--- src/rtl/knockback_pkg.sv ---
// Shared types and constants for the knockback motion generator.
// Optional re-hit (combo) support is enabled by defining KB_COMBO_EN.
package knockback_pkg;

   localparam int unsigned SPEED_W     = 4;
   localparam int unsigned IDX_W       = 3;
   localparam int unsigned CNT_W       = 4;
   localparam int unsigned COMBO_W     = 3;
   localparam int unsigned PROFILE_LEN = 6;

   // Per-frame punch speeds; entry 0 is played first
   localparam logic [PROFILE_LEN-1:0][SPEED_W-1:0] PROFILE =
      {4'd5, 4'd5, 4'd6, 4'd7, 4'd8, 4'd8};

   localparam logic [SPEED_W-1:0] BLOCK_SPEED = 4'd4;

   typedef enum logic [1:0] {
      ST_IDLE,
      ST_PUSH,
      ST_BLOCK,
      ST_CLAMP
   } kb_state_e;

   // Speed magnitude to signed x delta; dir=1 moves toward the right wall
   function automatic logic signed [15:0] speed_to_motion(input logic [15:0] speed,
                                                          input logic        dir);
      return dir ? signed'(speed) : -signed'(speed);
   endfunction

endpackage

--- src/rtl/knockback_wall_dist.sv ---
// Distance from the sprite edge to the wall it is being pushed toward,
// floored at zero when the sprite already overlaps the wall.
module knockback_wall_dist
   import knockback_pkg::*;
#(
   parameter bit          DIR       = 1'b1,
   parameter int unsigned POS_W     = 10,
   parameter int unsigned SPRITE_W  = 125,
   parameter int unsigned BOUND_MIN = 10,
   parameter int unsigned BOUND_MAX = 629
) (
   input  logic [POS_W-1:0] xpos_i,
   output logic [POS_W-1:0] dist_o
);

   localparam int unsigned DW = POS_W + 2;

   logic signed [DW-1:0] x_s;
   logic signed [DW-1:0] raw_s;

   always_comb begin
      x_s = signed'(DW'(xpos_i));
      if (DIR) begin
         raw_s = signed'(DW'(BOUND_MAX)) - (x_s + signed'(DW'(SPRITE_W)));
      end else begin
         raw_s = x_s - signed'(DW'(BOUND_MIN));
      end
      dist_o = raw_s[DW-1] ? '0 : POS_W'(raw_s);
   end

endmodule

--- src/rtl/knockback_ctrl.sv ---
// Frame-rate knockback generator: plays a punch profile or a block push and
// stops exactly at the wall. Define KB_COMBO_EN to let re-hits restart a punch.
module knockback_ctrl
   import knockback_pkg::*;
#(
   parameter bit          DIR          = 1'b1,
   parameter int unsigned POS_W        = 10,
   parameter int unsigned MOT_W        = 8,
   parameter int unsigned SPRITE_W     = 125,
   parameter int unsigned BOUND_MIN    = 10,
   parameter int unsigned BOUND_MAX    = 629,
   parameter int unsigned BLOCK_FRAMES = 1
) (
   input  logic                    clk,
   input  logic                    Reset,
   input  logic                    frame_tick,
   input  logic                    punch,
   input  logic                    block,
   input  logic [POS_W-1:0]        xpos,
   output logic signed [MOT_W-1:0] motion,
   output logic                    busy,
   output logic                    wall_hit,
   output logic [COMBO_W-1:0]      combo_cnt
);

   kb_state_e                state_q, state_d;
   logic [IDX_W-1:0]         idx_q, idx_d;
   logic [CNT_W-1:0]         cnt_q, cnt_d;
   logic                     punch_q, punch_d;
   logic                     block_q, block_d;
   logic signed [MOT_W-1:0]  motion_q, motion_d;
   logic                     busy_q, busy_d;
   logic                     wall_q, wall_d;
`ifdef KB_COMBO_EN
   logic [COMBO_W-1:0]       combo_q, combo_d;
`endif

   logic [POS_W-1:0]         dist_c;
   logic                     punch_req_c;
   logic                     block_req_c;
   logic                     launch_c;
   logic [SPEED_W-1:0]       spd_c;
   logic [IDX_W-1:0]         idx_nx_c;

   knockback_wall_dist #(
      .DIR       (DIR),
      .POS_W     (POS_W),
      .SPRITE_W  (SPRITE_W),
      .BOUND_MIN (BOUND_MIN),
      .BOUND_MAX (BOUND_MAX)
   ) u_wall_dist (
      .xpos_i (xpos),
      .dist_o (dist_c)
   );

   // Requests seen in the tick cycle itself count toward that tick
   assign punch_req_c = punch_q | punch;
   assign block_req_c = block_q | block;
   assign idx_nx_c    = IDX_W'(idx_q + IDX_W'(1));

   always_ff @(posedge clk) begin
      if (!Reset) begin
         state_q  <= ST_IDLE;
         idx_q    <= '0;
         cnt_q    <= '0;
         punch_q  <= 1'b0;
         block_q  <= 1'b0;
         motion_q <= '0;
         busy_q   <= 1'b0;
         wall_q   <= 1'b0;
`ifdef KB_COMBO_EN
         combo_q  <= '0;
`endif
      end else begin
         state_q  <= state_d;
         idx_q    <= idx_d;
         cnt_q    <= cnt_d;
         punch_q  <= punch_d;
         block_q  <= block_d;
         motion_q <= motion_d;
         busy_q   <= busy_d;
         wall_q   <= wall_d;
`ifdef KB_COMBO_EN
         combo_q  <= combo_d;
`endif
      end
   end

   always_comb begin
      state_d  = state_q;
      idx_d    = idx_q;
      cnt_d    = cnt_q;
      motion_d = motion_q;
      busy_d   = busy_q;
      wall_d   = wall_q;
`ifdef KB_COMBO_EN
      combo_d  = combo_q;
`endif
      launch_c = 1'b0;
      spd_c    = '0;
      punch_d  = frame_tick ? 1'b0 : punch_req_c;
      block_d  = frame_tick ? 1'b0 : block_req_c;

      if (frame_tick) begin
         motion_d = '0;
         wall_d   = 1'b0;

         // Each launch emits its first speed on the tick that starts it
         unique case (state_q)
            ST_IDLE: begin
               if (block_req_c) begin
                  state_d  = ST_BLOCK;
                  cnt_d    = '0;
                  launch_c = 1'b1;
                  spd_c    = BLOCK_SPEED;
               end else if (punch_req_c) begin
                  state_d  = ST_PUSH;
                  idx_d    = '0;
                  launch_c = 1'b1;
                  spd_c    = PROFILE[0];
               end
            end
            ST_PUSH: begin
`ifdef KB_COMBO_EN
               if (punch_req_c) begin
                  idx_d    = '0;
                  launch_c = 1'b1;
                  spd_c    = PROFILE[0];
                  combo_d  = (combo_q == COMBO_W'(7)) ? combo_q
                                                       : COMBO_W'(combo_q + COMBO_W'(1));
               end else
`endif
               if (idx_q == IDX_W'(PROFILE_LEN - 1)) begin
                  state_d = ST_IDLE;
               end else begin
                  idx_d    = idx_nx_c;
                  launch_c = 1'b1;
                  spd_c    = PROFILE[idx_nx_c];
               end
            end
            ST_BLOCK: begin
               if (cnt_q == CNT_W'(BLOCK_FRAMES - 1)) begin
                  state_d = ST_IDLE;
               end else begin
                  cnt_d    = CNT_W'(cnt_q + CNT_W'(1));
                  launch_c = 1'b1;
                  spd_c    = BLOCK_SPEED;
               end
            end
            ST_CLAMP: begin
               state_d = ST_IDLE;
            end
            default: begin
               state_d = ST_IDLE;
            end
         endcase

         // Final step shortened so the sprite lands exactly on the wall
         if (launch_c) begin
            if (dist_c < POS_W'(spd_c)) begin
               motion_d = MOT_W'(speed_to_motion(16'(dist_c), DIR));
               wall_d   = 1'b1;
               state_d  = ST_CLAMP;
            end else begin
               motion_d = MOT_W'(speed_to_motion(16'(spd_c), DIR));
            end
         end

         busy_d = (state_d != ST_IDLE);
`ifdef KB_COMBO_EN
         if (state_d == ST_IDLE) begin
            combo_d = '0;
         end
`endif
      end
   end

   assign motion   = motion_q;
   assign busy     = busy_q;
   assign wall_hit = wall_q;
`ifdef KB_COMBO_EN
   assign combo_cnt = combo_q;
`else
   assign combo_cnt = '0;
`endif

endmodule

--- config.mk ---
export PLATFORM = sky130hd
export DESIGN_NAME = knockback_ctrl
export DESIGN_NICKNAME = d
export VERILOG_FILES = /design/src/rtl/knockback_pkg.sv /design/src/rtl/knockback_wall_dist.sv /design/src/rtl/knockback_ctrl.sv
export SDC_FILE = /design/constraint.sdc
export NUM_CORES = 1
export LEC_CHECK = 0
export BUFFER_PORTS_ARGS = -buffer_cell sky130_fd_sc_hd__clkbuf_2
export CAP_MARGIN = 20
export CORE_MARGIN = 2
export CORE_UTILIZATION = 45
export CTS_CLUSTER_SIZE = 25
export DETAILED_ROUTE_END_ITERATION = 8
export PLACE_DENSITY = 0.63
export SETUP_SLACK_MARGIN = 0.1
export SYNTH_ARGS = -nofsm -noshare
export SYNTH_HDL_FRONTEND = slang
export SYNTH_SLANG_ARGS = --single-unit
--- constraint.sdc ---
create_clock -name clk -period 4.55 [get_ports clk]
set_input_delay 0.2275 -clock clk [delete_from_list [all_inputs] [get_ports clk]]
set_output_delay 0.2275 -clock clk [all_outputs]
set_load 0.01 [all_outputs]
**Word level (Yosys, flattened, before mapping)**

Memories as Yosys holds them, arrays and structs flattened.
Cells that the tools add are included.

- Bits in read-only memories: 32
- Memories kept: 1
- Bits in latches: 0
- Output and inout port bits: 13
- Flip-flop bits (word level): 21
- RAM bits: 0
- Bits of input ports: 15
- Word-level logic and storage cells: 68

- Div/mod/pow operators: 0
- Add/sub/neg operators: 4
- Shift-type cells: 0
- Reductions and logical operators: 8
- Bitwise logic cells: 3
- Equality and inequality tests: 9
- Multiply operators: 0
- $lt $le $gt $ge: 2
- Mux-type cells: 33

Memory list:

| memory | words | bits a word | rd ports | clocked after Yosys merged registers in | wr ports | RTL line | source |
|---|---|---|---|---|---|---|---|
| (name not given) | 8 | 4 | 1 | 0 | 0 | knockback_ctrl.sv:138 | `spd_c = PROFILE[idx_nx_c];` |

Operators with widths:

| cell | count |
|---|---|
| 4-bit two-way mux | 7 |
| 8-bit two-way mux | 2 |
| 2-bit two-way mux | 7 |
| 3-bit two-way mux | 4 |
| 4-bit case mux with 3 select lines | 1 |
| 11-bit by 12-bit subtractor with 12-bit output, first input constant | 1 |
| 10-bit by 7-bit adder with 11-bit output, second input constant | 1 |
| 10-bit by 4-bit < comparator with 1-bit output | 1 |
| 10-bit two-way mux | 1 |
| 2-bit inequality test, second input constant | 5 |
| 2-bit case mux with 4 select lines | 1 |
| 4-bit case mux with 2 select lines | 1 |
| 1-bit two-way mux | 7 |
| 3-bit case mux with 2 select lines | 1 |
| 2-bit nonzero test | 3 |
| 5-bit AND reduction | 1 |
| 4-bit by 1-bit adder with 4-bit output, second input constant | 1 |
| 2-bit equality test, second input constant | 2 |
| 4-bit logical NOT | 1 |
| 3-bit by 4-bit < comparator with 1-bit output, second input constant | 1 |
| 4-bit AND reduction | 1 |
| 3-bit by 1-bit adder with 3-bit output, second input constant | 1 |
| 3-bit equality test, second input constant | 1 |
| 1-bit case mux with 3 select lines | 1 |
| other kinds (5) | 6 |

**Longest topological paths before layout**

- Depth in word-level cells: 11
- Depth in mapped cells: 17
- Gate-level depth less buffers: 15

**Modules after synthesis**

Synthesis repeated with hierarchy kept, for this count alone.

- Cells, all modules: 173
- Area total of the unflattened synthesis: 1495.2 um^2

By module, submodules not included:

| module | instances | area each (um^2) | seq. area each (um^2) | cells an instance |
|---|---|---|---|---|
| knockback_ctrl | 1 | 1229.9 | 420.4 | 138 |
| knockback_wall_dist | 1 | 265.3 | 0.0 | 35 |

**Worst setup path after synthesis**

Ideal clock, no wire load.

- Path type: input to register
- From: in xpos[0]
- To: reg motion_q[1], in the netlist motion[1]
- Required time: 4.492 ns
- Setup time: 0.058 ns
- Buffers on the path: 2
- Stages on the path: 17
- Slack: 1.222 ns
- Arrival time: 3.270 ns
- Cells stage by stage: ha_1 -> buf_2 -> or4_4 -> buf_6 -> nor4b_4 -> o32ai_1 -> o21ai_2 -> nand2_2 -> and3b_1 -> ha_1 -> a21o_1 -> a21oi_1 -> o21a_1 -> o21ai_0 -> or2_1 -> nor4b_1 -> a211o_1

- Longest elaborated chain between the ends: 6

Ends and longest elaborated chain:

| what | RTL line | source |
|---|---|---|
| start, declared | knockback_ctrl.sv:19 | `input logic [POS_W-1:0] xpos,` |
| 10-bit by 7-bit adder with 11-bit output * | knockback_wall_dist.sv:24 | `raw_s = signed'(DW'(BOUND_MAX)) - (x_s + signed'(DW'(SPRITE_W)));` |
| 11-bit by 12-bit subtractor with 12-bit output * | knockback_wall_dist.sv:24 |  |
| 10-bit two-way mux * | knockback_wall_dist.sv:28 | `dist_o = raw_s[DW-1] ? '0 : POS_W'(raw_s);` |
| 10-bit by 4-bit < comparator with 1-bit output | knockback_ctrl.sv:160 | `if (dist_c < POS_W'(spd_c)) begin` |
| 8-bit two-way mux * | knockback_ctrl.sv:160 |  |
| 8-bit two-way mux * | knockback_ctrl.sv:159 | `if (launch_c) begin` |
| end signal, assigned | knockback_ctrl.sv:80 | `motion_q <= motion_d;` |
| end, declared | knockback_ctrl.sv:31 | `logic signed [MOT_W-1:0] motion_q, motion_d;` |

Mark *: on every way between the ends. The rest lies on a longest branch, timed or not.
A chain may end at the register's enable or synchronous reset.

**Worst setup path after layout**

- From: in xpos[0]
- To: reg motion_q[3], in the netlist motion[3]

The elaborated chain is that of the path after synthesis.

==> impl_metrics.toml <==
[outcome]
run_status = "complete, no violations"

[die]
die-width_um = 65.4
die_h_um = 65.4
rows = 22
core_area_um2 = 3630
floorplan.initialDensity = 0.467
floorplan.die_area_um2 = 4280
ioPinCount = 28

[clocking]
hold_buffers = 0
cts-buffers-inserted = 3
cts.sinks = 21
cts-root-buf = "sky130_fd_sc_hd__clkbuf_8"
buffers_from_clock_root_to_sink_at_most = 2
clk_pin_slew_ns = 0.07
cts_resized = 0
worst_skew_pair.late_latency_ns = 0.27
htree_levels = 1
post-cts-setup-buffer-count = 0
tritoncts = "yes"

[place]
numPortBuffers = 24
placed_instances = 277
gp_congestion = 0.788
dp_hpwl_mm = 2.89
detailedPlace.worstSlack_ns = 0.869

[synthesis]
synth_area_leaders = "sky130_fd_sc_hd__dfxtp_1 25%, sky130_fd_sc_hd__ha_1 7.4%, sky130_fd_sc_hd__nand2_1 4.2%"
post_synth_inst_count = 214
synth-edff-count = 0
synth.most_common_cell = "sky130_fd_sc_hd__dfxtp_1"
synth_area_um2 = 1700
yosys-top-cells-count = "21 x sky130_fd_sc_hd__dfxtp_1, 19 x sky130_fd_sc_hd__nand2_1, 16 x sky130_fd_sc_hd__nor2_1, 11 x sky130_fd_sc_hd__a21oi_1, 11 x sky130_fd_sc_hd__nor2b_1"
postSynthRegisterBits = 21
synth.yosys.seq_area_share = 0.248
synth_area_per_cell_um2 = 7.93
netlist.area_leader.share = 0.248
yosys.area.top_type = "sky130_fd_sc_hd__dfxtp_1"
yosys_most_used_dff = "sky130_fd_sc_hd__dfxtp_1"
synth_warnings = 0
synthDistinctLibCells = 56
async_reset_ff_frac = 0

[grt]
grt.overflow.total = 0
antenna_found_initial = 0
grt_pass1_wl_mm = 6.22
grt_use_total = 0.185
via_count_of_the_first_global_routing_pass = 1384
globalRouteMet1Util = 0.243
globalRouteMet2Util = 0.307
gr-max-usage-layer = "met2"
gr-usage-met3 = 0.0308
grt_start_max_net_pins = 14

[timing]
layout_worst_path_cycle_share = 0.763
final.min_clock_period_ns = 3.47
worst-slew-pin-transition_ns = 0.621
setup_repair_after_global_routing_missed_its_margin = "no"
max_clock_freq_mhz = 288
finalHoldViolations = 0
fin_worst_hold_slack_ns = 0.212
max_slew_margin = 0.585
final_count_of_negative_setup_slack_endpoints = 0
maxSlewViolCount = 0
setup_slack_ns = 1.08
skew_ns = 0.00533
fin_setup_tns_ns = 0

[detailed_routing]
routed_wire_length_per_instance_um = 13.2
drc = 0
post_drt_via_cell_ratio = 5.57
detailroute.via_count = 1564
drt-initial-drc-count = 110
first_pass_iters = 4
antenna_violating_nets_post_route = 0
drt-total-wl_mm = 3.71

[flow_run]
maxCapViolCount = 0

[power]
vdd_ir_drop_max_mv = 0.243
netSwitchingPower_uw = 178
int_power_uw = 325
power.density_nw_per_um2 = 270
combPwrFrac = 0.354
sw_frac_of_total = 0.354
total_leakage_power_nw = 0.782
power.total_uw = 503
power.share.clock = 0.244
power_frac_seq = 0.402

[layout]
area_growth_syn_to_layout_pct = 9.81
stdcell_count = 281
fillCellCount = 364
nets = 259
layout-drive-gt1-share = 0.150
diodes = 0

[critical_path]
critPathLaunchType = "input pin"
critical_path_class = "input pin to register"
cp-end-kind = "register"
critPathArrivalTime_ns = 3.68
worst_ep_required_time_ns = 4.76
crit_path_max_fanout = 8
worst_r2r_path_depth = 14

[hold_path]
worstHoldPathCells = 3
hold_path.class = "input pin to register"
per-layer routing:
metal / vias up / wire, µm
li1: 818 / -
met1: 709 / 1800
met2: 32 / 1720
met3: 5 / 141
met4: 0 / 51
met5: - / 0
worst max-delay path, stage by stage:
cell	delay, ns
sky130_fd_sc_hd__clkbuf_2	0.15
sky130_fd_sc_hd__ha_1	0.31
sky130_fd_sc_hd__or4_4	0.49
sky130_fd_sc_hd__nor4b_4	0.26
sky130_fd_sc_hd__o32ai_1	0.16
sky130_fd_sc_hd__o21ai_2	0.10
sky130_fd_sc_hd__nand2_2	0.09
sky130_fd_sc_hd__and3b_1	0.19
sky130_fd_sc_hd__ha_1	0.34
sky130_fd_sc_hd__a21o_1	0.21
sky130_fd_sc_hd__a21oi_1	0.13
sky130_fd_sc_hd__o21a_1	0.17
sky130_fd_sc_hd__o21ai_0	0.08
sky130_fd_sc_hd__or2_1	0.26
sky130_fd_sc_hd__nor4b_1	0.34
sky130_fd_sc_hd__a211o_1	0.15
worst paths after layout:
path / startpoint / end / slack (ns)
setup / recovery: xpos[0] / motion[3] / 1.08
hold / removal: punch / punch_q / 0.21
setup reg to reg: cnt_q[0] / motion[3] / 1.60
hold reg to reg: motion[2] / motion[2] / 0.46
logic make-up (layout without fill, tap and decap cells):
| kind of cell | count (synthesis) | in the layout | synth area share |
|---|---|---|---|
| buffers and inverters | 18 | 35 | 0.0575 |
| multiplexers | 3 | 3 | 0.0177 |
| AO/OA/AOI/OAI | 61 | 61 | 0.256 |
| AND/OR/NAND/NOR | 91 | 91 | 0.299 |
| other | 1 | 3 | 0.00221 |
| flip-flops | 21 | 21 | 0.248 |
| XOR/XNOR | 9 | 9 | 0.0465 |
| adder cells (fa/ha/maj) | 10 | 10 | 0.0737 |
power by group through the flow:
stage	logic, mW	clock network [mW]	registers (mW)
5_1_grt	0.202	0.135	0.203
4_1_cts	0.177	0.128	0.202
2_1_floorplan	0.134	0	0.207
3_3_place_gp	0.179	0	0.206
6_report	0.178	0.123	0.202
3_5_place_dp	0.176	0	0.206
sequential cells by signal (all words and copies together) (netlist names):
name,cells
busy,1
block_q,1
motion,8
cnt_q,4
punch_q,1
idx_q,3
state_q,2
wall_hit,1
placed cells by master, fill, tap and decap left out, drive strengths merged, types with 4 or more instances in the layout:
cell	netlist	final
nand2	20	20
nor2	16	16
o21ai	13	13
a21o	6	6
nor3	9	9
a21oi	11	11
xor2	6	6
nor2b	11	11
a211oi	4	4
ha	10	10
clkbuf	4	27
nand4	4	4
o211ai	4	4
and2	10	10
dfxtp	21	21
inv	6	6
nand3	4	4
metrics by stage:
step,area [µm²],util
floorplan,1700,-
global placement,1820,0.500
detailed placement,1820,0.500
CTS,1860,0.513
global route,1860,0.513
finish,1860,0.513
layout make-up:
class	count	area [µm²]	share of cell area
clock buffer	3	41.3	0.0222
inverter	6	22.5	0.0121
clock inverter	1	5.00	0.00269
tap	48	60.1	0.0322
timing repair buffer	25	128	0.0685
sequential	21	420	0.226
multi-input combinational	177	1190	0.637
(Power assumes the default switching activity.)
